<file path="src/rtl/traffic_light_ctrl.sv">
// Main/side street traffic light sequencer with pedestrian walk phase.
// Each state selects a duration interval, waits two cycles for the parameter block, then counts ticks.
module traffic_light_ctrl #(
  parameter logic [1:0] BASE_SEL = 2'b00,
  parameter logic [1:0] EXTD_SEL = 2'b01,
  parameter logic [1:0] YELL_SEL = 2'b10
) (
  input  logic       clk,
  input  logic       Reset,
  input  logic       tick_1hz,
  input  logic       Sensor_Sync,
  input  logic       WR_Sync,
  input  logic       Reprogram,
  input  logic [3:0] value,
  output logic [1:0] interval,
  output logic [2:0] main_lights,
  output logic [2:0] side_lights,
  output logic       walk_lamp,
  output logic [2:0] state_dbg
);

  typedef enum logic [2:0] {
    S_MG     = 3'd0,
    S_MG_EXT = 3'd1,
    S_MY     = 3'd2,
    S_WALK   = 3'd3,
    S_SG     = 3'd4,
    S_SG_EXT = 3'd5,
    S_SY     = 3'd6,
    S_BAD    = 3'd7
  } state_t;

  localparam logic [2:0] LAMP_R = 3'b100;
  localparam logic [2:0] LAMP_Y = 3'b010;
  localparam logic [2:0] LAMP_G = 3'b001;

  state_t     state_q, state_d;
  logic [1:0] settle_q, settle_d;
  logic [3:0] cnt_q, cnt_d;
  logic       walk_pend_q, walk_pend_d;
  logic [1:0] interval_q, interval_d;
  logic [2:0] main_q, main_d;
  logic [2:0] side_q, side_d;
  logic       walk_q, walk_d;
  logic       expire_s;
  logic       enter_walk_s;
  state_t     succ_s;

  function automatic logic [1:0] state_interval(input state_t s);
    case (s)
      S_MG, S_SG:               state_interval = BASE_SEL;
      S_MG_EXT, S_WALK, S_SG_EXT: state_interval = EXTD_SEL;
      S_MY, S_SY:               state_interval = YELL_SEL;
      default:                  state_interval = BASE_SEL;
    endcase
  endfunction

  function automatic logic [2:0] main_lamps(input state_t s);
    case (s)
      S_MG, S_MG_EXT: main_lamps = LAMP_G;
      S_MY:           main_lamps = LAMP_Y;
      default:        main_lamps = LAMP_R;
    endcase
  endfunction

  function automatic logic [2:0] side_lamps(input state_t s);
    case (s)
      S_SG, S_SG_EXT: side_lamps = LAMP_G;
      S_SY:           side_lamps = LAMP_Y;
      default:        side_lamps = LAMP_R;
    endcase
  endfunction

  // Successor taken at expiry; sensor and walk request are only consulted here.
  always_comb begin
    succ_s = S_MG;
    case (state_q)
      S_MG:     succ_s = Sensor_Sync ? S_MY : S_MG_EXT;
      S_MG_EXT: succ_s = S_MY;
      S_MY:     succ_s = walk_pend_q ? S_WALK : S_SG;
      S_WALK:   succ_s = S_SG;
      S_SG:     succ_s = Sensor_Sync ? S_SG_EXT : S_SY;
      S_SG_EXT: succ_s = S_SY;
      S_SY:     succ_s = S_MG;
      default:  succ_s = S_MG;
    endcase
  end

  // Next-state, load/countdown and registered-output computation.
  always_comb begin
    state_d  = state_q;
    settle_d = settle_q;
    cnt_d    = cnt_q;
    expire_s = (settle_q == 2'd0) && tick_1hz && (cnt_q == 4'd1);
    enter_walk_s = 1'b0;
    if (Reprogram || (state_q == S_BAD)) begin
      state_d  = S_MG;
      settle_d = 2'd2;
    end else if (expire_s) begin
      state_d      = succ_s;
      settle_d     = 2'd2;
      enter_walk_s = (succ_s == S_WALK);
    end else if (settle_q != 2'd0) begin
      settle_d = settle_q - 2'd1;
      if (settle_q == 2'd1) begin
        cnt_d = (value == 4'd0) ? 4'd1 : value;
      end else begin
        cnt_d = cnt_q;
      end
    end else if (tick_1hz && (cnt_q > 4'd1)) begin
      cnt_d = cnt_q - 4'd1;
    end else begin
      cnt_d = cnt_q;
    end
    walk_pend_d = enter_walk_s ? 1'b0 : (walk_pend_q | WR_Sync);
    interval_d  = state_interval(state_d);
    main_d      = main_lamps(state_d);
    side_d      = side_lamps(state_d);
    walk_d      = (state_d == S_WALK);
  end

  // State, counters and lamp outputs; reset overrides everything.
  always_ff @(posedge clk) begin
    if (Reset) begin
      state_q     <= S_MG;
      settle_q    <= 2'd2;
      cnt_q       <= 4'd0;
      walk_pend_q <= 1'b0;
      interval_q  <= BASE_SEL;
      main_q      <= LAMP_G;
      side_q      <= LAMP_R;
      walk_q      <= 1'b0;
    end else begin
      state_q     <= state_d;
      settle_q    <= settle_d;
      cnt_q       <= cnt_d;
      walk_pend_q <= walk_pend_d;
      interval_q  <= interval_d;
      main_q      <= main_d;
      side_q      <= side_d;
      walk_q      <= walk_d;
    end
  end

  assign interval    = interval_q;
  assign main_lights = main_q;
  assign side_lights = side_q;
  assign walk_lamp   = walk_q;
  assign state_dbg   = state_q;

endmodule

</file>
<file path="config.mk">
export PLATFORM = sky130hd
export DESIGN_NAME = traffic_light_ctrl
export DESIGN_NICKNAME = d
export VERILOG_FILES = /design/src/rtl/traffic_light_ctrl.sv
export SDC_FILE = /design/constraint.sdc
export NUM_CORES = 1
export LEC_CHECK = 0
export ABC_AREA = 1
export CAP_MARGIN = 5
export CORE_MARGIN = 5
export CORE_UTILIZATION = 48
export DETAILED_ROUTE_END_ITERATION = 7
export MAX_ROUTING_LAYER = met4
export PLACE_DENSITY = 0.89
export SLEW_MARGIN = 25
export SYNTH_ARGS = -nofsm -noshare
export SYNTH_HDL_FRONTEND = slang
export SYNTH_SLANG_ARGS = --single-unit
</file>
<file path="constraint.sdc">
create_clock -name clk -period 1.9 [get_ports clk]
set_input_delay 0.285 -clock clk [delete_from_list [all_inputs] [get_ports clk]]
set_output_delay 0.285 -clock clk [all_outputs]
set_load 0.1 [all_outputs]
</file>
Word-level counts from Yosys, hierarchy flattened

Index checks and enable logic that the tools add are counted.

Bits in registers: 19
Logic and storage cells: 62

$add $sub $neg: 2
$lt $le $gt $ge: 1
Equal/unequal tests: 16
Mux-type cells: 15
Bitwise operators: 3
Reductions and logical operators: 17

Operators with widths:

| cell                                                          | count |
|---|---|
| == test 3 bit, second input constant                          | 6 |
| case mux 3 bit (6 select lines)                               | 1 |
| two-way mux 4 bit                                             | 4 |
| == test 3 x 2 -> 1 bit, second input constant                 | 5 |
| case mux 3 bit (2 select lines)                               | 2 |
| two-way mux 3 bit                                             | 3 |
| OR reduction 2 bit                                            | 4 |
| == test 3 x 1 -> 1 bit, second input constant                 | 2 |
| logical NOT 3 bit                                             | 2 |
| OR reduction 3 bit                                            | 2 |
| == test 4 x 1 -> 1 bit, second input constant                 | 1 |
| greater-than comparator 4 x 1 -> 1 bit, second input constant | 1 |
| logical NOT 4 bit                                             | 1 |
| two-way mux 2 bit                                             | 2 |
| case mux 2 bit (2 select lines)                               | 1 |
| AND reduction 4 bit                                           | 1 |
| nonzero test 2 bit                                            | 2 |
| subtractor 4 x 1 -> 4 bit, second input constant              | 1 |
| logical AND 1 bit                                             | 3 |
| == test 2 x 1 -> 1 bit, second input constant                 | 1 |
| logical NOT 2 bit                                             | 1 |
| two-way mux 1 bit                                             | 2 |
| != test 2 x 1 -> 1 bit, second input constant                 | 1 |
| NOT 1 bit                                                     | 2 |
| other kinds (3)                                               | 3 |

Depth between registers and ports, before layout

Gate-level depths: netlist (run 1).

Word-level depth: 8
Depth in mapped cells: 13
Depth with buffers taken out: 12

Worst setup path after synthesis (run 1)

OpenSTA, ideal clock, no wires.

Path type: register -> register
Start: register state_q[1] (netlist: state_dbg[1])
End: register main_q[2] (netlist: main_lights[2])
Library setup time: 109 ps
Data arrival time: 1843 ps
Slack: -52 ps
Stages on the path, launching flop included: 10
Path buffers: 0
Cells stage by stage: dfxtp_1 > nand2_1 > o21ai_2 > nor2_2 > nand2_1 > nand2_4 > nand2_4 > nand2_2 > nand2_1 > inv_1

Word-level cells in the longest chain between the ends: 7
Elaborated cells on any way between the ends: 16
Those cells by class: eq/ne: 8; mux: 4; reduce/logical: 4

RTL lines:

| element                                                     | RTL line | text |
|---|---|---|
| start: declaration                                          | 37       | `state_t state_q, state_d;` |
| start signal: assignment                                    | 134      | `state_q <= state_d;` |
| == test 3 bit, or another cell as far along                 | 77       | `case (state_q)` |
| case mux 3 bit (6 select lines)                             | 77       |  |
| two-way mux 3 bit                                           | 99       | `end else if (expire_s) begin` |
| two-way mux 3 bit *                                         | 96       | `if (Reprogram \|\| (state_q == S_BAD)) begin` |
| == test 3 x 1 -> 1 bit or logical NOT 3 bit (tied branches) | 59       | `case (s)` |
| OR reduction 2 bit                                          | 59       |  |
| case mux 3 bit (2 select lines) *                           | 59       |  |
| end signal: assignment                                      | 139      | `main_q <= main_d;` |
| end: declaration                                            | 42       | `logic [2:0] main_q, main_d;` |

Mark *: on every way between the ends. The rest lies on a longest branch, timed or not.
A chain may end at the register's enable or synchronous reset.

Worst setup path in the final report (run 1)

Start: register settle_q[0]
End: register main_q[2] (netlist: main_lights[2])

Word-level cells in the longest chain between the ends: 8
Elaborated cells on any way between the ends: 10
Those cells by class: eq/ne: 2; mux: 3; reduce/logical: 5

RTL lines:

| element                                                     | RTL line | text |
|---|---|---|
| start: declaration                                          | 38       | `logic [1:0] settle_q, settle_d;` |
| start signal: assignment                                    | 135      | `settle_q <= settle_d;` |
| logical NOT 2 bit *                                         | 94       | `expire_s = (settle_q == 2'd0) && tick_1hz && (cnt_q == 4'd1);` |
| logical AND 1 bit * (2 in a row)                            | 94       |  |
| two-way mux 3 bit *                                         | 99       |  |
| two-way mux 3 bit *                                         | 96       |  |
| == test 3 x 1 -> 1 bit or logical NOT 3 bit (tied branches) | 59       |  |
| OR reduction 2 bit                                          | 59       |  |
| case mux 3 bit (2 select lines) *                           | 59       |  |

Marked as above.

==> results of run 1 <==
## sequential cells by signal (all words and copies together), names as in the netlist
signal / flops
walk_pend_q: 1
interval: 2
state_dbg: 3
cnt_q: 4
main_lights: 3
settle_q: 2
side_lights: 3
walk_lamp: 1
## logic make-up after synthesis
group	share of synthesized area, %
simple gates	34.6
buf+inv	10.6
flops	38.8
compound gates	8.05
fa+ha+maj	5.11
xor+xnor	1.79
mux	1.02
## routing by layer
metal | up-vias | GRT usage (%) | share of wire, %
met5 | - | - | 0
met4 | 0 | 10.5 | 3.5
met3 | 7 | 1.61 | 3.9
met2 | 23 | 28.7 | 52
met1 | 401 | 16.3 | 40
li1 | 466 | - | -
## power by group
part	leakage (nW)	switching, W	internal, W
clock	0.0177	0.000130	0.0000786
combinational	0.437	0.0000469	0.0000403
sequential	0.155	0.00000510	0.000405
total	0.610	0.000182	0.000524
## area by class of cell
type | count | area share (%)
repair buffers | 22 | 15.4
clock buffers | 3 | 1.85
inverters | 24 | 7.49
flip-flops and latches | 19 | 31.5
multi-input cells | 91 | 40.6
well taps | 27 | 2.77
clock inverters | 1 | 0.410
## final timing paths
kind / from / endpoint / slack [ns] / cells after the start
max: settle_q[0] / main_lights[2] / 0.27 / 11
min: cnt_q[1] / cnt_q[1] / 0.50 / 2
max reg2reg: settle_q[0] / main_lights[2] / 0.27 / 11
min reg2reg: cnt_q[1] / cnt_q[1] / 0.50 / 2
## cells in the mapped netlist, drive strengths merged
cell / number / area (um^2)
nor4: 1 / 6.26
clkbuf: 1 / 5.00
nor2: 22 / 97.6
clkinv: 2 / 8.75
o2111ai: 1 / 8.76
nand3: 8 / 50.1
nand2: 40 / 185
a21oi: 3 / 15.0
inv: 22 / 82.6
o21ai: 7 / 38.8
mux2i: 1 / 10.0
o31ai: 1 / 7.51
a311oi: 1 / 8.76
buf: 1 / 7.51
xor2: 2 / 17.5
ha: 4 / 50.1
dfxtp: 19 / 380
## through the flow
| stage | std cells | power [W] | setup slack, ns | util (%) | cell area, um^2 |
|---|---|---|---|---|---|
| finish | 187 | 0.000706 | 0.269 | 62.2 | 1220 |
| global route | 187 | 0.000732 | 0.131 | 62.2 | 1220 |
| CTS | 187 | 0.000708 | 0.268 | 62.2 | 1220 |
| detailed placement | 183 | 0.000505 | 0.193 | 60.8 | 1190 |
| global placement | 183 | 0.000501 | 0.285 | 60.8 | 1190 |
| floorplan | 136 | 0.000473 | 0.331 | - | 983 |
## critical path: cells and delay by family, from the launching register on
family / cells / cell delay (ns)
AND/OR/NAND/NOR: 7 / 0.68
adder cells (fa/ha/maj): 1 / 0.32
flip-flops: 1 / 0.35
buffers and inverters: 3 / 0.17
==> metrics, run 1 <==
ANT cells 0; Detailed Place HPWL 1670 um; chip width 55.2 um; #FFs+latches synth 19; Multi-input gate area 495 um^2; Post-Syn Area per Cell 7.20 um^2; Root Driver clkbuf_4; FF+latch area 384 um^2; via count 897; Setup Viol. Count Final 0; Pwr Density 578 mW/mm^2; initial antenna violation count 0; DR WL/cell 11.5 um; HP Class register to register; period utilization 85.9%; row count 16; final net count 175; layout cells sized above 1 23.8%; IO Count 22; drt total wl 2160 um; GPL Wtd Cong 0.863; worst-path cell chain inv_1, ha_1, nand2_4, clkinv_1, nand3_1, nor2_1, nand2_1, nand2_4, nand3_2, nand2_1, inv_1; initial core utilization 49.9%; Clk pin slew, worst setup/hold paths 0.12 ns; post-CTS setup repair buffer count 0; Residual DRC 0; first-pass GRT wire length 3290 um; Synth warnings 0; Synth Instances 136; Hold Slack 0.498 ns; headroom to the max-slew limit 80.0%; total gr overflow 0; IO Port Bufs 21; GRT Total Usage 16.0%; most frequent cells in the layout nand2_1 (32), inv_1 (20), nor2_1 (18); FILL cells 183; P_leak 0.610 nW; WP data required 2.11 ns; core area 0.00196 mm^2; Max FO, Critical Path 7; maximum VDD drop 0.466 mV; total negative setup slack 0 ns; Max-cap violations 0; Tmin final 1.63 ns; CP Capture Type register; max frequency 613 MHz; Mapped Nets 150; pin slew with the least headroom to its limit 0.300 ns; largest net degree at the start of global routing 12; Startpoint Class register; vias per cell 4.80; antenna-violating nets left 0; Pre-antenna DRT Iters 4; unrepaired setup endpoints after global routing false; max-slew violations 0; crit path kind register to register; synthesis-to-layout area growth 24.5%; final hold vios 0; vias in the first global route 844; DRT iter0 DRCs 10; # resized after CTS 0; commonest non-fill, non-tap cell in the layout nand2_1; register area share after synthesis 38.8%; WP data arrival 1.84 ns; status finished clean; CTS Hold Bufs 0; Max Clock Skew 0.0166 ns; CP max stage cell dfxtp_1; Worst-Skew Late Latency 0.31 ns; distinct cell type count after synthesis 26; Die Area 0.00304 mm^2; # H-tree levels 1; Slowest Stage Delay on Critical Path 0.35 ns; Mapped Area 980 um^2; clock sink total 19; Inserted Clock Buffers 3; Die Y 55.2 um; Clock Path Buffers 2; CTS tree done
No activity file was read; power rests on OpenSTA's default activity.
==> run 2, diff against run 1 <==
Settings changed: CORE_UTILIZATION 48 to 31, PLACE_DENSITY 0.89 to 0.66, SKIP_CTS_REPAIR_TIMING set to 1.
==> run 2 against run 1 <==
Highest routed layer unchanged. Clock-buffer cell count did not move. Sequential power about the same. Fmax grew 2.2%. Worst hold slack got worse by 0.0022 ns. Utilization decreased by 22 points. Critical path type unchanged. Power fell by 1.6%. Final area rose by 1.7%.
==> metrics, run 2 (synthesized netlist as in run 1, its figures left out) <==
row count 20; Setup Viol. Count Final 0; dpl cells 200; Pwr Density 559 mW/mm^2; Finished Cell Area 0.00124 mm^2; CP Capture Type register; Startpoint Class register; Max-cap violations 0; Inserted Clock Buffers 3; unrepaired setup endpoints after global routing false; status finished clean; R2R setup slack 0.30 ns; Hold Path Depth 2; commonest non-fill, non-tap cell in the layout nand2_1; final net count 175; headroom to the max-slew limit 80.3%; P_leak 0.610 nW; period utilization 84.0%; Hold Crit Start settle_q[1]; Tmin final 1.60 ns; initial antenna violation count 0; max FFs per register 4; Clock Path Buffers 2; Die Y 66.2 um; Residual DRC 0; # H-tree levels 1; core area 0.00305 mm^2; pin slew with the least headroom to its limit 0.295 ns; worst r2r path cells 10; Min-Delay Endpoint settle_q[1]; dpl cell area 0.00121 mm^2; clock sink total 19; Power Total 0.000694 W; Clk pin slew, worst setup/hold paths 0.11 ns; worst r2r src settle_q[0]; vias in the first global route 864; CP startpoint settle_q[0]; most frequent cells in the layout nand2_1 (32), inv_1 (20), nor2_1 (18); layout cells sized above 1 23.8%; antenna-violating nets left 0; IO Port Bufs 21; Worst-Skew Late Latency 0.29 ns; CTS tree done; DR WL/cell 9.95 um; Max FO, Critical Path 7; DRT iter0 DRCs 40; r2r endpoint main_lights[2]; chip width 66.2 um; Root Driver clkbuf_4; HP Class register to register; GRT Total Usage 10.6%; WP data arrival 1.80 ns; initial core utilization 32.1%; Detailed Place HPWL 1590 um; Hold Slack 0.496 ns; total gr overflow 0; ANT cells 0; vias per cell 4.34; max-slew violations 0; via count 885; Max Clock Skew 0.0109 ns; largest net degree at the start of global routing 12; synthesis-to-layout area growth 26.7%; max frequency 627 MHz; IO Count 22; Pre-antenna DRT Iters 4; total negative setup slack 0 ns; WP data required 2.11 ns; Die Area 0.00438 mm^2; Top reg by flops cnt_q; first-pass GRT wire length 3540 um; drt total wl 2030 um; GPL Wtd Cong 0.782; crit path kind register to register; maximum VDD drop 0.278 mV; Post-Layout Cell Count 204; final hold vios 0
-- run 2: cell counts in the layout (fill, tap and decap cells not counted) --
No cell type changed its count.
-- run 2: stage by stage --
stage	util, %	setup slack, ns
floorplan	-	0.331
global placement	39.8	0.276
detailed placement	39.8	0.238
CTS	40.7	0.298
global route	40.7	0.134
finish	40.7	0.304
-- run 2: worst max path at each step --
stage	end
2_1_floorplan	main_lights[2]
3_3_place_gp	main_lights[2]
3_5_place_dp	main_lights[2]
4_1_cts	main_lights[2]
5_1_grt	main_lights[2]
6_report	main_lights[2]
-- run 2: power breakdown --
| group | total (W) | switching (W) | leakage [nW] | internal [W] |
|---|---|---|---|---|
| sequential | 0.000410 | 0.00000494 | 0.155 | 0.000405 |
| combinational | 0.0000856 | 0.0000451 | 0.437 | 0.0000404 |
| clock | 0.000199 | 0.000121 | 0.0177 | 0.0000781 |
-- run 2: layout make-up --
cell class / count / area (um^2)
clock buffers: 3 / 22.5
clock inverters: 1 / 5.00
fillers: 338 / 1810
inverters: 24 / 91.3
multi-input cells: 91 / 495
flip-flops and latches: 19 / 384
well taps: 44 / 55.1
repair buffers: 22 / 188
-- run 2: worst max-delay path, stage by stage, from the launching register on --
cell     delay (ns)
dfxtp_1        0.39
inv_1          0.06
ha_1           0.30
nand2_4        0.10
nor2_2         0.06
nor2_2         0.17
nand2_1        0.12
nand2_4        0.12
nand3_2        0.09
nand2_1        0.07
inv_1          0.04
-- run 2: metal layers --
layer	up-vias	GRT usage (%)	wire, um
li1	464	-	-
met1	401	13.4	948
met2	18	16.2	972
met3	2	2.21	85
met4	0	4.57	24
met5	-	-	0
==> run 3, diff against run 2 <==
Settings changed: PLACE_DENSITY 0.66 to 0.68.
Clock period 1.9 ns to 1.3 ns, I/O delays scaled along.
==> run 3 against run 2 <==
The run now ends with setup timing left. Via count is 7.7% higher. Global-route usage grew 0.62 points. Fmax is 15% higher. Final area grew 37%. Power up 61%. Clock skew increased by 0.0067 ns. Non-clock buffer count increased by 15. Register-to-register slack lost 0.39 ns. Clock power grew 58%. Worst setup slack got worse by 0.39 ns. Highest routed layer unchanged.
==> metrics, run 3 (synthesized netlist as in run 1, its figures left out) <==
status complete, but fails checks; failing checks setup timing; via count 953; Worst Path Buf+Inv 4; Slowest Stage Delay on Critical Path 0.35 ns; max FFs per register 4; CP startpoint cnt_q[1]; # H-tree levels 1; clock sink total 19; Max Clock Skew 0.0176 ns; vias in the first global route 887; Setup WS post-layout -0.0883 ns; GRT Total Usage 11.2%; worst r2r src cnt_q[1]; headroom to the max-slew limit 80.8%; CP Capture Type register; crit path kind register to register; WP data required 1.55 ns; IO Port Bufs 21; dpl cells 208; kind of cell adding the most delay to the critical path simple AND/OR/NAND/NOR gates; Post-Layout Cell Count 219; P_leak 0.739 nW; WP data arrival 1.64 ns; drt total wl 2580 um; ANT cells 0; chip width 66.2 um; initial core utilization 32.1%; maximum VDD drop 0.462 mV; Pre-antenna DRT Iters 4; initial antenna violation count 0; largest net degree at the start of global routing 11; Clk pin slew, worst setup/hold paths 0.12 ns; Detailed Place HPWL 1700 um; CP max stage cell dfxtp_2; CTS tree done; Max FO, Critical Path 5; DRT iter0 DRCs 46; Inserted Clock Buffers 3; most frequent cells in the layout nand2_1 (23), inv_1 (15), nor2_1 (15); Root Driver clkbuf_4; Pwr Density 654 mW/mm^2; vias per cell 4.35; Die Area 0.00438 mm^2; Tmin final 1.39 ns; worst-path cell chain inv_2, ha_4, buf_4, nand3_4, nor2_4, nand2_2, nand2_4, nand2_4, buf_4, inv_2; Levels on crit path 10; Setup crit end state_dbg[1]; first-pass GRT wire length 3640 um; layout cells sized above 1 47.4%; unrepaired setup endpoints after global routing true; Top reg by flops cnt_q; Setup Viol. Count Final 13; synthesis-to-layout area growth 74.1%; row count 20; Residual DRC 0; r2r endpoint state_dbg[1]; Die Y 66.2 um; total gr overflow 0; IO Count 22; final net count 190; Clock Path Buffers 2; Worst-Skew Late Latency 0.32 ns; Max-cap violations 0; antenna-violating nets left 0; GPL Wtd Cong 0.852; Startpoint Class register; R2R setup slack -0.09 ns; HP Class input pin to register; max frequency 720 MHz; commonest non-fill, non-tap cell in the layout nand2_1; DR WL/cell 11.8 um; DP Worst Slack -0.207 ns; period utilization 107%; final hold vios 0; pin slew with the least headroom to its limit 0.286 ns; max-slew violations 0; Finished Cell Area 0.00171 mm^2; worst r2r path cells 10; dpl cell area 0.00149 mm^2; Hold Slack 0.464 ns; core area 0.00305 mm^2
==> run 3: worst register-to-register path: cells and delay by family (launching register included) <==
| kind | cells | cell delay, ns |
|---|---|---|
| buffers and inverters | 4 | 0.38 |
| adder cells (fa/ha/maj) | 1 | 0.16 |
| AND/OR/NAND/NOR | 5 | 0.44 |
| flip-flops | 1 | 0.35 |
==> run 3: where the power goes <==
| group | internal [W] | switching [W] | leakage [nW] | total (W) |
|---|---|---|---|---|
| sequential | 0.000585 | 0.00000779 | 0.158 | 0.000593 |
| clock | 0.000120 | 0.000193 | 0.0150 | 0.000314 |
| combinational | 0.000105 | 0.000104 | 0.567 | 0.000209 |
| total | 0.000811 | 0.000305 | 0.739 | 0.00112 |
==> run 3: how the worst min path moves through the flow <==
stage	depth (start not counted)	from	end
2_1_floorplan	2	WR_Sync	walk_pend_q
6_report	3	WR_Sync	walk_pend_q
3_3_place_gp	2	settle_q[1]	settle_q[1]
4_1_cts	3	WR_Sync	walk_pend_q
3_5_place_dp	2	settle_q[1]	settle_q[1]
5_1_grt	3	WR_Sync	walk_pend_q
==> run 3: metal layers <==
metal | up-vias | global-route usage (%) | routed length (um) | part of all wire [%]
met3 | 9 | 2.04 | 91 | 3.5
met5 | - | - | 0 | 0
li1 | 498 | - | - | -
met2 | 19 | 17.7 | 1260 | 49
met1 | 427 | 12.5 | 1120 | 43
met4 | 0 | 8.38 | 112 | 4.3
==> run 3: metrics by stage <==
stage / utilization (%) / TNS [ns] / total power [W]
after floorplan: - / -0.178 / 0.000701
after global placement: 48.7 / -1.94 / 0.000763
after detailed placement: 48.7 / -2.18 / 0.000767
after CTS: 49.5 / -1.44 / 0.00107
after global routing: 55.9 / -2.04 / 0.00117
final: 55.9 / -0.723 / 0.00112
==> run 3: final cells by class <==
type | count | area [um^2]
sequential | 19 | 399
clock buffer | 4 | 26.3
timing repair buffer | 37 | 467
tap | 44 | 55.1
inverter | 24 | 109
fill | 258 | 1350
multi-input combinational | 91 | 649
==> edit 1: new RTL, settings of run 3 <==
Register the inputs `tick_1hz`, `Sensor_Sync`, `WR_Sync`, `Reprogram` and `value` before use, without a reset. The logic sees them one clock later.
--- a/src/rtl/traffic_light_ctrl.sv
+++ b/src/rtl/traffic_light_ctrl.sv
@@ -33,6 +33,20 @@
   localparam logic [2:0] LAMP_R = 3'b100;
   localparam logic [2:0] LAMP_Y = 3'b010;
   localparam logic [2:0] LAMP_G = 3'b001;
+
+  logic tick_1hz_q;
+  logic Sensor_Sync_q;
+  logic WR_Sync_q;
+  logic Reprogram_q;
+  logic [3:0] value_q;
+
+  always_ff @(posedge clk) begin
+    tick_1hz_q    <= tick_1hz;
+    Sensor_Sync_q <= Sensor_Sync;
+    WR_Sync_q     <= WR_Sync;
+    Reprogram_q   <= Reprogram;
+    value_q       <= value;
+  end
 
   state_t     state_q, state_d;
   logic [1:0] settle_q, settle_d;
@@ -75,11 +89,11 @@
   always_comb begin
     succ_s = S_MG;
     case (state_q)
-      S_MG:     succ_s = Sensor_Sync ? S_MY : S_MG_EXT;
+      S_MG:     succ_s = Sensor_Sync_q ? S_MY : S_MG_EXT;
       S_MG_EXT: succ_s = S_MY;
       S_MY:     succ_s = walk_pend_q ? S_WALK : S_SG;
       S_WALK:   succ_s = S_SG;
-      S_SG:     succ_s = Sensor_Sync ? S_SG_EXT : S_SY;
+      S_SG:     succ_s = Sensor_Sync_q ? S_SG_EXT : S_SY;
       S_SG_EXT: succ_s = S_SY;
       S_SY:     succ_s = S_MG;
       default:  succ_s = S_MG;
@@ -91,9 +105,9 @@
     state_d  = state_q;
     settle_d = settle_q;
     cnt_d    = cnt_q;
-    expire_s = (settle_q == 2'd0) && tick_1hz && (cnt_q == 4'd1);
+    expire_s = (settle_q == 2'd0) && tick_1hz_q && (cnt_q == 4'd1);
     enter_walk_s = 1'b0;
-    if (Reprogram || (state_q == S_BAD)) begin
+    if (Reprogram_q || (state_q == S_BAD)) begin
       state_d  = S_MG;
       settle_d = 2'd2;
     end else if (expire_s) begin
@@ -103,16 +117,16 @@
     end else if (settle_q != 2'd0) begin
       settle_d = settle_q - 2'd1;
       if (settle_q == 2'd1) begin
-        cnt_d = (value == 4'd0) ? 4'd1 : value;
+        cnt_d = (value_q == 4'd0) ? 4'd1 : value_q;
       end else begin
         cnt_d = cnt_q;
       end
-    end else if (tick_1hz && (cnt_q > 4'd1)) begin
+    end else if (tick_1hz_q && (cnt_q > 4'd1)) begin
       cnt_d = cnt_q - 4'd1;
     end else begin
       cnt_d = cnt_q;
     end
-    walk_pend_d = enter_walk_s ? 1'b0 : (walk_pend_q | WR_Sync);
+    walk_pend_d = enter_walk_s ? 1'b0 : (walk_pend_q | WR_Sync_q);
     interval_d  = state_interval(state_d);
     main_d      = main_lamps(state_d);
     side_d      = side_lamps(state_d);
Function: changed (a bounded check fails within 4 cycles, from zero or initial values and one cycle with Reset high).
==> edit 1 against run 3 <==
The flow still finishes with violations (negative setup slack). Critical path depth increased by 3. Critical endpoint is now main_lights[2]$_SDFF_PP0_. Sequential cell count increased by 8. Routed wire length increased by 5.1%. Design area increased by 13%. Via count increased by 11%. Clock power increased by 56%. Core utilization decreased by 3.8 points. Area after synthesis increased by 22%. Total power increased by 37%. Synthesized cell count increased by 11%. Setup slack improved by 0.014 ns. Maximum frequency increased by 0.99%.
==> edit 1: results <==
run_status:
  status: "finished, violations left"
  failing_checks: "negative setup slack"
synthesis:
  synth.top_cells.by_area: "dfxtp_1, nand2_1, inv_1, nor2_1, ha_1"
  synth_warnings: 0
  seq_total_area_yosys_pct: 45.1
  adder_cell_area_share_of_the_yosys_netlist_pct: 4.18
  synth_top_cells_by_count: "nand2_1, dfxtp_1, inv_1, nor2_1"
  post_synth_num_cell_types: 26
  multiplexer_area_fraction_after_synthesis_pct: 0
  share_of_the_synthesized_area_in_compound_gates_ao_oa_aoi_oai_pct: 8.57
  mappedNetlistArea_um2: 1200
  mapped_nets: 165
  synth_xor_xnor_area_share_pct: 1.46
timing:
  setup_viol: 11
  finalClockSkew_ns: 0.00505
  final.setup.tns_ns: -0.408
  final.setup.worst_slack_ns: -0.0747
  worst_slew_margin_rel_pct: 83.9
placed_design:
  finalWeightedCongestion: 0.854
  dp_hpwl_mm: 1.83
pwr:
  total_leakage_power_nw: 0.894
  power.switching_fraction_pct: 24.7
  peak_supply_drop_mv: 0.710
clock_tree:
  clk-insertion-delay-late_ns: 0.28
  cts_made_buffers: 3
  ctsRootBufferMaster: "clkbuf_8"
  clkSlewWorstSetupHoldPaths_ns: 0.09
  cts-root-to-sink-buffers: 2
worst_setup_path:
  worst-r2r-cell-count: 13
  max_stage_delay_ns: 0.33
  critical_path_arrival_ns: 1.56
  worstPathMaxFanout: 5
detailed_routing:
  viasPerCell: 4.41
  drt-initial-drc-count: 45
  drt_first_pass_iters: 4
  avgRoutedWirePerCell_um: 11.3
hold_path:
  number_of_instances_on_the_worst_hold_path: 1
layout:
  insertedDiodeCount: 0
  reg.largest.list: "cnt_q x4, value_q x4"
  share_of_post_route_cells_with_drive_strength_above_1_pct: 47.4
  layout.filler_cells: 353
  finish.net_count: 207
global_route:
  grt_util_all_layers_pct: 10.0
  grt_start_max_net_pins: 17
  grt_pass1_wl_mm: 3.97
  initial_antenna_violation_count: 0
  first_global_vias: 914
edit 1: through the flow:
| step | setup WS (ns) | cells | cell area [um^2] |
|---|---|---|---|
| 2_1_floorplan | -0.0270 | 151 | 1220 |
| 3_3_place_gp | -0.149 | 229 | 1690 |
| 3_5_place_dp | -0.158 | 229 | 1690 |
| 4_1_cts | -0.172 | 233 | 1740 |
| 5_1_grt | -0.164 | 240 | 1920 |
| 6_report | -0.0747 | 240 | 1920 |
edit 1: per-layer routing:
layer / part of all wire, % / vias to the layer above / track usage (%)
met2: 48 / 21 / 15.0
li1: - / 554 / -
met1: 44 / 477 / 11.9
met5: 0 / - / -
met4: 2.8 / 0 / 5.01
met3: 5.1 / 7 / 3.46
edit 1: cells by family after synthesis:
kind of cell	after synthesis
adders and majority gates	4
xor gates and xnor gates	2
buffers and inverters	28
DFF	27
and+or+nand+nor	74
AOI/OAI and AO/OA	16
edit 1: cell type report:
cell class	instances	area [um^2]	share of cell area, %
repair buffers	39	473	24.6
multi-input cells	96	672	35.0
clock buffers	3	41.3	2.15
flip-flops and latches	27	559	29.1
inverters	26	108	5.61
well taps	48	60.1	3.13
clock inverters	1	6.26	0.326
edit 1: final timing paths:
kind / slack (ns) / to / from
hold reg to reg: 0.49 / settle_q[1]$_SDFFE_PP1P_ / settle_q[1]$_SDFFE_PP1P_
setup reg to reg: -0.07 / main_lights[2]$_SDFF_PP0_ / settle_q[1]$_SDFFE_PP1P_
hold / removal: 0.35 / tick_1hz_q$_DFF_P_ / tick_1hz
setup / recovery: -0.07 / main_lights[2]$_SDFF_PP0_ / settle_q[1]$_SDFFE_PP1P_
edit 1: power groups by stage:
stage | Sequential, mW | Combinational (mW) | Clock (mW)
floorplan | 0.875 | 0.0861 | 0
detailed placement | 0.875 | 0.151 | 0
global route | 0.861 | 0.200 | 0.547
CTS | 0.855 | 0.152 | 0.514
finish | 0.857 | 0.180 | 0.491
global placement | 0.875 | 0.150 | 0
==> edit 2: new RTL, settings of run 3 <==
Made on the original files. Register the output `interval` once more; this adds one clock of latency there. The other outputs are not delayed to match. Comments in the files are not updated.
--- a/src/rtl/traffic_light_ctrl.sv
+++ b/src/rtl/traffic_light_ctrl.sv
@@ -142,7 +142,9 @@
     end
   end
 
-  assign interval    = interval_q;
+  always_ff @(posedge clk) begin
+    interval <= interval_q;
+  end
   assign main_lights = main_q;
   assign side_lights = side_q;
   assign walk_lamp   = walk_q;
Behaviour: not the same (a bounded check fails within 4 cycles, from zero or initial values and one cycle with Reset high).
==> edit 2 against run 3 <==
The run still ends with negative setup slack left. Sequential cell count grew 2. Design area down 0.81%. Area after synthesis rose by 4.3%. Non-clock buffer count down 2. Critical endpoint is now side_lights[0]$_SDFF_PP0_. Sequential power is 11% higher. Highest routed layer unchanged. Routed wire length decreased by 2.3%. Worst hold slack got worse by 0.12 ns. Core utilization fell by 1.3 points. Largest power group unchanged. Total power increased by 3.8%. Die area rose by 3.7%. Setup slack improved by 0.077 ns.
==> edit 2: results <==
placed_design:
  dp_hpwl_mm: 1.83
  dpl_worst_slack_ns: -0.192
  postPlaceCellArea_um2: 1530
  finalWeightedCongestion: 0.853
run_status:
  status: "finished, violations left"
  failing_checks: "negative setup slack"
pwr:
  power.switching_fraction_pct: 26.5
  combPwrFrac_pct: 15.6
  peak_supply_drop_mv: 0.373
  p_int_mw: 0.851
global_route:
  first_global_vias: 1013
  grt_start_max_net_pins: 13
  met1_capacity_usage_during_global_routing_pct: 12.1
  globalRouteMet3Util_pct: 2.83
  met2_usage_pct: 20.2
worst_setup_path:
  critical_path_arrival_ns: 1.55
  cp-endpoint: "side_lights[0]$_SDFF_PP0_"
  reg2reg_launch_point: "settle_q[1]$_SDFFE_PP1P_"
detailed_routing:
  dr_wl_met3_um: 99
  postRouteWirelength_mm: 2.52
  met2RoutedLength_mm: 1.32
  wirelength_met1_mm: 1.06
timing:
  final.setup.tns_ns: -0.0272
  finalClockSkew_ns: 0.00918
  final.setup.worst_slack_ns: -0.0110
  setup_viol: 4
synthesis:
  seq_total_area_yosys_pct: 41.1
  synth_top_cells_by_count: "nand2_1, nor2_1, dfxtp_1, inv_1, nand3_1"
  synth.top_cells.by_area: "dfxtp_1, nand2_1, nor2_1, inv_1, ha_1"
  post_synth_num_cell_types: 22
layout:
  share_of_post_route_cells_with_drive_strength_above_1_pct: 43.1
  layout.cells.non_filler: 225
hold_path:
  min_from: "interval_q[0]$_SDFF_PP0_"
==> edit 2: cell count changes after synthesis, sizes merged, moves of 2 or more <==
cell and delta:
nor2 +8, clkinv -2, nor3 +2, dfxtp +2, a21oi -2
==> edit 2: worst max-delay path, stage by stage (launching register included) <==
cell and delay, ns:
dfxtp_2 0.35, inv_2 0.07, ha_4 0.16, nand2_4 0.07, inv_4 0.06, nand3_4 0.09
nor2_4 0.10, nand2_2 0.07, nand2_4 0.11, buf_6 0.11, nor2_2 0.03
==> edit 2: cell families after synthesis <==
group                    count (synthesis)  share of synthesized area [%]
AO/OA/AOI/OAI                           11                           7.22
AND/OR/NAND/NOR                         82                           36.4
XOR/XNOR                                 1                          0.857
flip-flops                              21                           41.1
buffers and inverters                   24                           9.55
adder cells (fa/ha/maj)                  4                           4.90
==> edit 2: final cells by class <==
class	count	area, um^2
inverter	23	93.8
timing repair buffer	35	439
clock buffer	3	22.5
tap	44	55.1
multi-input combinational	98	637
sequential	21	439
fill	283	1410
clock inverter	1	5.00
